==> config.mk <==
export PLATFORM = sky130hd
export DESIGN_NAME = ifetch_h_flat
export DESIGN_NICKNAME = d
export VERILOG_FILES = /design/src/rtl/ifetch_h_if.sv /design/src/rtl/ifetch_h.sv /design/src/flat_wrapper.sv
export SDC_FILE = /design/constraint.sdc
export NUM_CORES = 1
export LEC_CHECK = 0
export BUFFER_PORTS_ARGS = -buffer_cell sky130_fd_sc_hd__buf_2
export CORE_UTILIZATION = 53
export DETAILED_ROUTE_END_ITERATION = 10
export PLACE_DENSITY = 0.82
export SYNTH_ARGS = -nofsm -noshare
export SYNTH_HDL_FRONTEND = slang
export SYNTH_SLANG_ARGS = --single-unit
==> constraint.sdc <==
create_clock -name clk -period 3.65 [get_ports clk]
set_clock_uncertainty 0.1 [all_clocks]
set_input_delay 0.5475 -clock clk [delete_from_list [all_inputs] [get_ports clk]]
set_output_delay 0.5475 -clock clk [all_outputs]
set_load 0.05 [all_outputs]
==> src/rtl/ifetch_h_if.sv <==
// Fetch-stage bus bundle: halfword RAM read port plus decoder-side instruction handshake.
interface ifetch_h_if #(
    parameter int ADDR_WIDTH = 13
);
    logic                  enaA;
    logic [ADDR_WIDTH-1:0] addrA;
    logic [15:0]           doutA;
    logic                  redirect;
    logic [ADDR_WIDTH:0]   redirect_pc;
    logic [31:0]           inst;
    logic [ADDR_WIDTH:0]   inst_pc;
    logic                  inst_rvc;
    logic                  inst_valid;
    logic                  inst_ready;

    modport master (
        output enaA, addrA, inst, inst_pc, inst_rvc, inst_valid,
        input  doutA, redirect, redirect_pc, inst_ready
    );

    modport slave (
        input  enaA, addrA, inst, inst_pc, inst_rvc, inst_valid,
        output doutA, redirect, redirect_pc, inst_ready
    );
endinterface

==> src/rtl/ifetch_h.sv <==
// RV32IC fetch/align stage: sequential halfword reads into a 4-entry queue,
// instruction assembly at the head, valid/ready handshake and PC redirect.
module ifetch_h #(
    parameter int                  ADDR_WIDTH = 13,
    parameter logic [ADDR_WIDTH:0] RESET_PC   = '0
) (
    input  logic      clk,
    input  logic      xreset,
    ifetch_h_if.master bus
);
    logic [15:0]           r_qdata [4];
    logic [ADDR_WIDTH-1:0] r_qaddr [4];
    logic [1:0]            r_head;
    logic [1:0]            r_tail;
    logic [2:0]            r_count;

    logic                  r_enaA;
    logic [ADDR_WIDTH-1:0] r_addrA;
    logic [ADDR_WIDTH-1:0] r_fptr;
    logic                  r_infl;
    logic [ADDR_WIDTH-1:0] r_infl_addr;

    logic [15:0] w_hw0;
    logic [15:0] w_hw1;
    logic        w_rvc;
    logic        w_valid;
    logic        w_pop;
    logic [2:0]  w_pop_n;
    logic [2:0]  w_cnt_n;
    logic        w_issue;
    logic        w_unused;

    assign w_unused = bus.redirect_pc[0];

    always_comb begin
        w_hw0   = r_qdata[r_head];
        w_hw1   = r_qdata[r_head + 2'd1];
        w_rvc   = (w_hw0[1:0] != 2'b11);
        w_valid = w_rvc ? (r_count != 3'd0) : (r_count >= 3'd2);
        w_pop   = w_valid & bus.inst_ready & ~bus.redirect;
        w_pop_n = '0;
        if (w_pop) w_pop_n = w_rvc ? 3'd1 : 3'd2;
        w_cnt_n = r_count + {2'b00, r_infl} - w_pop_n;
        // r_enaA is a read whose data lands next cycle, so it already owns a slot
        w_issue = ~bus.redirect & ((w_cnt_n + {2'b00, r_enaA}) < 3'd4);
    end

    always_comb begin
        bus.enaA       = r_enaA;
        bus.addrA      = r_addrA;
        bus.inst_valid = w_valid;
        bus.inst_rvc   = w_valid & w_rvc;
        bus.inst       = '0;
        bus.inst_pc    = '0;
        if (w_valid) begin
            bus.inst    = w_rvc ? {16'h0000, w_hw0} : {w_hw1, w_hw0};
            bus.inst_pc = {r_qaddr[r_head], 1'b0};
        end
    end

    always_ff @(posedge clk or negedge xreset) begin
        if (!xreset) begin
            for (int unsigned i = 0; i < 4; i++) begin
                r_qdata[i] <= '0;
                r_qaddr[i] <= '0;
            end
            r_head      <= '0;
            r_tail      <= '0;
            r_count     <= '0;
            r_enaA      <= 1'b0;
            r_addrA     <= '0;
            r_fptr      <= RESET_PC[ADDR_WIDTH:1];
            r_infl      <= 1'b0;
            r_infl_addr <= '0;
        end else if (bus.redirect) begin
            // Target read is launched straight away; the fetch pointer moves past it
            r_head      <= '0;
            r_tail      <= '0;
            r_count     <= '0;
            r_infl      <= 1'b0;
            r_enaA      <= 1'b1;
            r_addrA     <= bus.redirect_pc[ADDR_WIDTH:1];
            r_fptr      <= bus.redirect_pc[ADDR_WIDTH:1] + 1'b1;
        end else begin
            if (r_infl) begin
                r_qdata[r_tail] <= bus.doutA;
                r_qaddr[r_tail] <= r_infl_addr;
                r_tail          <= r_tail + 2'd1;
            end
            r_head      <= r_head + w_pop_n[1:0];
            r_count     <= w_cnt_n;
            r_infl      <= r_enaA;
            r_infl_addr <= r_addrA;
            r_enaA      <= w_issue;
            if (w_issue) begin
                r_addrA <= r_fptr;
                r_fptr  <= r_fptr + 1'b1;
            end
        end
    end
endmodule

==> src/flat_wrapper.sv <==
// flat-port wrapper written by rule: the top's interface ports become plain ports
module ifetch_h_flat 
#(
    parameter int                  ADDR_WIDTH = 13,
    parameter logic [ADDR_WIDTH:0] RESET_PC   = '0
)
  (clk, xreset, bus_enaA, bus_addrA, bus_inst, bus_inst_pc, bus_inst_rvc, bus_inst_valid, bus_doutA, bus_redirect, bus_redirect_pc, bus_inst_ready);
  ifetch_h_if #(.ADDR_WIDTH(ADDR_WIDTH)) bus_i ();
  input  logic clk;
  input  logic xreset;
  output wire logic [$bits(bus_i.enaA)-1:0] bus_enaA;
  output wire logic [$bits(bus_i.addrA)-1:0] bus_addrA;
  output wire logic [$bits(bus_i.inst)-1:0] bus_inst;
  output wire logic [$bits(bus_i.inst_pc)-1:0] bus_inst_pc;
  output wire logic [$bits(bus_i.inst_rvc)-1:0] bus_inst_rvc;
  output wire logic [$bits(bus_i.inst_valid)-1:0] bus_inst_valid;
  input wire logic [$bits(bus_i.doutA)-1:0] bus_doutA;
  input wire logic [$bits(bus_i.redirect)-1:0] bus_redirect;
  input wire logic [$bits(bus_i.redirect_pc)-1:0] bus_redirect_pc;
  input wire logic [$bits(bus_i.inst_ready)-1:0] bus_inst_ready;
  assign bus_enaA = bus_i.enaA;
  assign bus_addrA = bus_i.addrA;
  assign bus_inst = bus_i.inst;
  assign bus_inst_pc = bus_i.inst_pc;
  assign bus_inst_rvc = bus_i.inst_rvc;
  assign bus_inst_valid = bus_i.inst_valid;
  assign bus_i.doutA = bus_doutA;
  assign bus_i.redirect = bus_redirect;
  assign bus_i.redirect_pc = bus_redirect_pc;
  assign bus_i.inst_ready = bus_inst_ready;
  ifetch_h #(.ADDR_WIDTH(ADDR_WIDTH), .RESET_PC(RESET_PC)) u_core (.clk(clk), .xreset(xreset), .bus(bus_i));
endmodule
==> results.json <==
{
  "fin_crit_sh_pct": 98.8,
  "globalplace.congestion": 0.786,
  "dp_hpwl_um": 11700,
  "regArea_um2": 4110,
  "yosysWarnings": 0,
  "wirelength_um": 17300,
  "grt_max_degree": 89,
  "synth.distinct_cells": 43,
  "htreeDepth": 4,
  "whs_endpoint": "u_core.bus.addrA[12]",
  "worst_pin_slew_ns": 0.720,
  "fillers": 1094,
  "cts_tree": "done",
  "p_sw_mw": 4.03,
  "die_w_um": 127,
  "ant_nets": 0,
  "crit_arrival_ns": 3.79,
  "grt_pass1_wl_um": 28300,
  "syn_inst": 587,
  "synthArstFlopShare_pct": 100,
  "status": "finished, final reports clean",
  "mostFrequentLayoutCells": "dfrtp_1 (162), mux2_2 (130), buf_2 (92)",
  "dp_cells": 854,
  "cap_viol_max_count": 0,
  "fmax_mhz": 277,
  "synth_top_area_share_pct": 49.8,
  "die_y_um": 127,
  "whs_ns": 0.284,
  "vdd_drop_max_v": 0.000574,
  "synth.yosys.seq_area_share_pct": 49.8,
  "area_growth_pct": 17.4,
  "cp.required_ns": 3.83,
  "instances_no_fill": 899,
  "end_kind": "flop",
  "clk_pin_slew_worst_paths_ns": 0.07,
  "setup.worst_path.class": "flop to flop",
  "p_per_area_nw_per_um2": 1020,
  "grt_pass1_vias": 5514,
  "drc": 0,
  "hold_path_startpoint": "bus_redirect_pc[13]",
  "synth_area_leaders": "dfrtp_1 (50%), mux2_2 (18%), mux4_2 (12%)",
  "vias": 5211,
  "syn_area_per_cell_um2": 14.0,
  "leakage_nw": 4.44,
  "p_seq_share_pct": 32.5,
  "multi_input_area_um2": 3960,
  "ios": 96,
  "crit_path_start_kind": "flop",
  "rsz0062_at_grt": "true",
  "wire_per_inst_um": 19.2,
  "std_cell_rows": 45,
  "portBuffers": 93,
  "ys.flop_type": "dfrtp_1",
  "insertion_delay_ns": 0.43,
  "min_delay_path_depth": 3,
  "maxSlewHeadroom_pct": 52.0,
  "antenna_found_initial": 1,
  "hp-class": "primary input to flop",
  "overflow": 0,
  "nets": 740,
  "r2r_slack_ns": 0.04,
  "final_cell_area_um2": 9670,
  "cp_max_fo": 8,
  "period_needed_ns": 3.61,
  "final_common_cell": "dfrtp_1",
  "layout-drive-gt1-share_pct": 49.7,
  "finalMaxSlewViolations": 0,
  "r2r-end": "u_core.bus.addrA[8]",
  "clockPowerShare_pct": 16.7,
  "cts-root-buf": "clkbuf_16",
  "coreArea_um2": 15200,
  "p_int_mw": 5.84,
  "ys_seq_elements": 164,
  "clk_path_buf_depth": 2,
  "final-hold-violation-count": 0,
  "finalSetupViolCount": 0,
  "switching_share_pct": 40.8,
  "drtIter0Drc": 276,
  "synth_area_um2": 8240,
  "cts_made_buffers": 17,
  "worstReg2RegStart": "u_core.r_head[0]",
  "track_usage_pct": 23.2,
  "die_area_um2": 16100,
  "combinationalPowerShare_pct": 50.8,
  "syn-num-nets": 629,
  "yosys.area.top_type": "dfrtp_1",
  "synth_edf_count": 0,
  "initial_core_util_pct": 54.2,
  "vias_per_cell": 5.80,
  "finalSetupTns_ns": 0,
  "post-place-ws_ns": -0.0207,
  "r2r_cells": 14,
  "dr.pass1.iters": 4,
  "setup_ws_ns": 0.0443,
  "place_area_um2": 8970,
  "numClockSinks": 164
}
synth_stat cells, types with 2 or more instances:
master / count
nand3_1: 10
a21oi_1: 5
o21ai_0: 11
nand2b_1: 3
nand3b_1: 5
nand2_1: 30
xnor2_1: 6
dfrtp_1: 164
inv_1: 7
mux4_2: 43
xor2_1: 17
buf_2: 15
nor2b_1: 45
a21o_1: 2
buf_1: 3
mux2_2: 130
clkbuf_1: 16
mux4_1: 2
buf_4: 3
a21boi_2: 2
mux2i_1: 24
nor3_1: 2
nand4_1: 5
ha_1: 7
and2b_1: 3
o21a_1: 2
nor2_1: 9
what timing repair did:
item                       4_1_cts  5_1_grt
hold endpoints to repair        51        0
setup endpoints to repair       13       26
hold buffers                     1        0
pin swaps                        5        2
resized for setup                7       11
setup buffers                    9        3
critical path: stages (launching register included):
cell      delay [ns]
dfrtp_2         0.43
mux4_2          0.38
nand2_4         0.07
or2_1           0.25
or3b_4          0.39
ha_4            0.27
inv_2           0.03
fa_1            0.47
nand3b_1        0.21
xnor2_2         0.23
buf_12          0.16
buf_4           0.10
buf_4           0.09
mux2i_1         0.18
o21ai_0         0.09
per-stage QoR:
step           util [%]  power [mW]
2_1_floorplan         -        6.63
3_3_place_gp       59.0        7.57
3_5_place_dp       59.0        7.84
4_1_cts            63.3        9.80
5_1_grt            63.6        10.4
6_report           63.6        9.87
power groups by stage:
stage	Sequential (mW)	Combinational [mW]	Clock [mW]
2_1_floorplan	3.24	3.39	0
3_3_place_gp	3.10	4.47	0
3_5_place_dp	3.23	4.61	0
4_1_cts	3.20	4.92	1.68
5_1_grt	3.31	5.32	1.76
6_report	3.21	5.01	1.65
routing by layer:
metal | share of wire (%) | global-route usage [%]
met5 | 0 | 0
met4 | 1.5 | 7.98
met3 | 4.7 | 5.69
met2 | 52 | 39.9
met1 | 42 | 28.8
how the worst max path moves through the flow:
stage                     start                   to  slack, ns  depth (start not counted)
4_1_cts        u_core.r_head[0]    u_core.r_fptr[10]      0.003                         14
3_5_place_dp   u_core.r_head[0]    u_core.r_fptr[12]      -0.02                         13
2_1_floorplan  u_core.r_head[0]  u_core.bus.addrA[0]      0.002                         14
6_report       u_core.r_head[0]  u_core.bus.addrA[8]       0.04                         14
3_3_place_gp   u_core.r_head[0]    u_core.r_fptr[11]       0.05                         13
5_1_grt        u_core.r_head[0]     u_core.r_fptr[5]      -0.14                         14
state kept, by name, summed over array words and instances (netlist names):
register	flops
u_core.bus.addrA	13
u_core.bus.enaA	1
u_core.r_count	3
u_core.r_fptr	13
u_core.r_head	2
u_core.r_infl	1
u_core.r_infl_addr	13
u_core.r_qaddr	52
u_core.r_qdata	64
u_core.r_tail	2
cell type report:
type / count / share of cell area [%]
Inverter: 8 / 0.336
Antenna cell: 1 / 0.0259
Tap cell: 188 / 2.43
Multi-Input combinational cell: 377 / 40.9
Timing Repair Buffer: 130 / 8.19
Sequential cell: 164 / 42.5
Clock buffer: 19 / 4.68
Clock inverter: 12 / 0.996
cell families after synthesis:
kind of cell    after synthesis  synth area share, %
compound gates               28                 2.54
xor+xnor                     25                 2.93
fa+ha+maj                     8                 1.31
buf+inv                      46                 2.55
flops                       164                 49.8
mux                         199                 33.1
other cells                   1               0.0455
simple gates                116                 7.76
No activity file was read; power rests on OpenSTA's default activity.
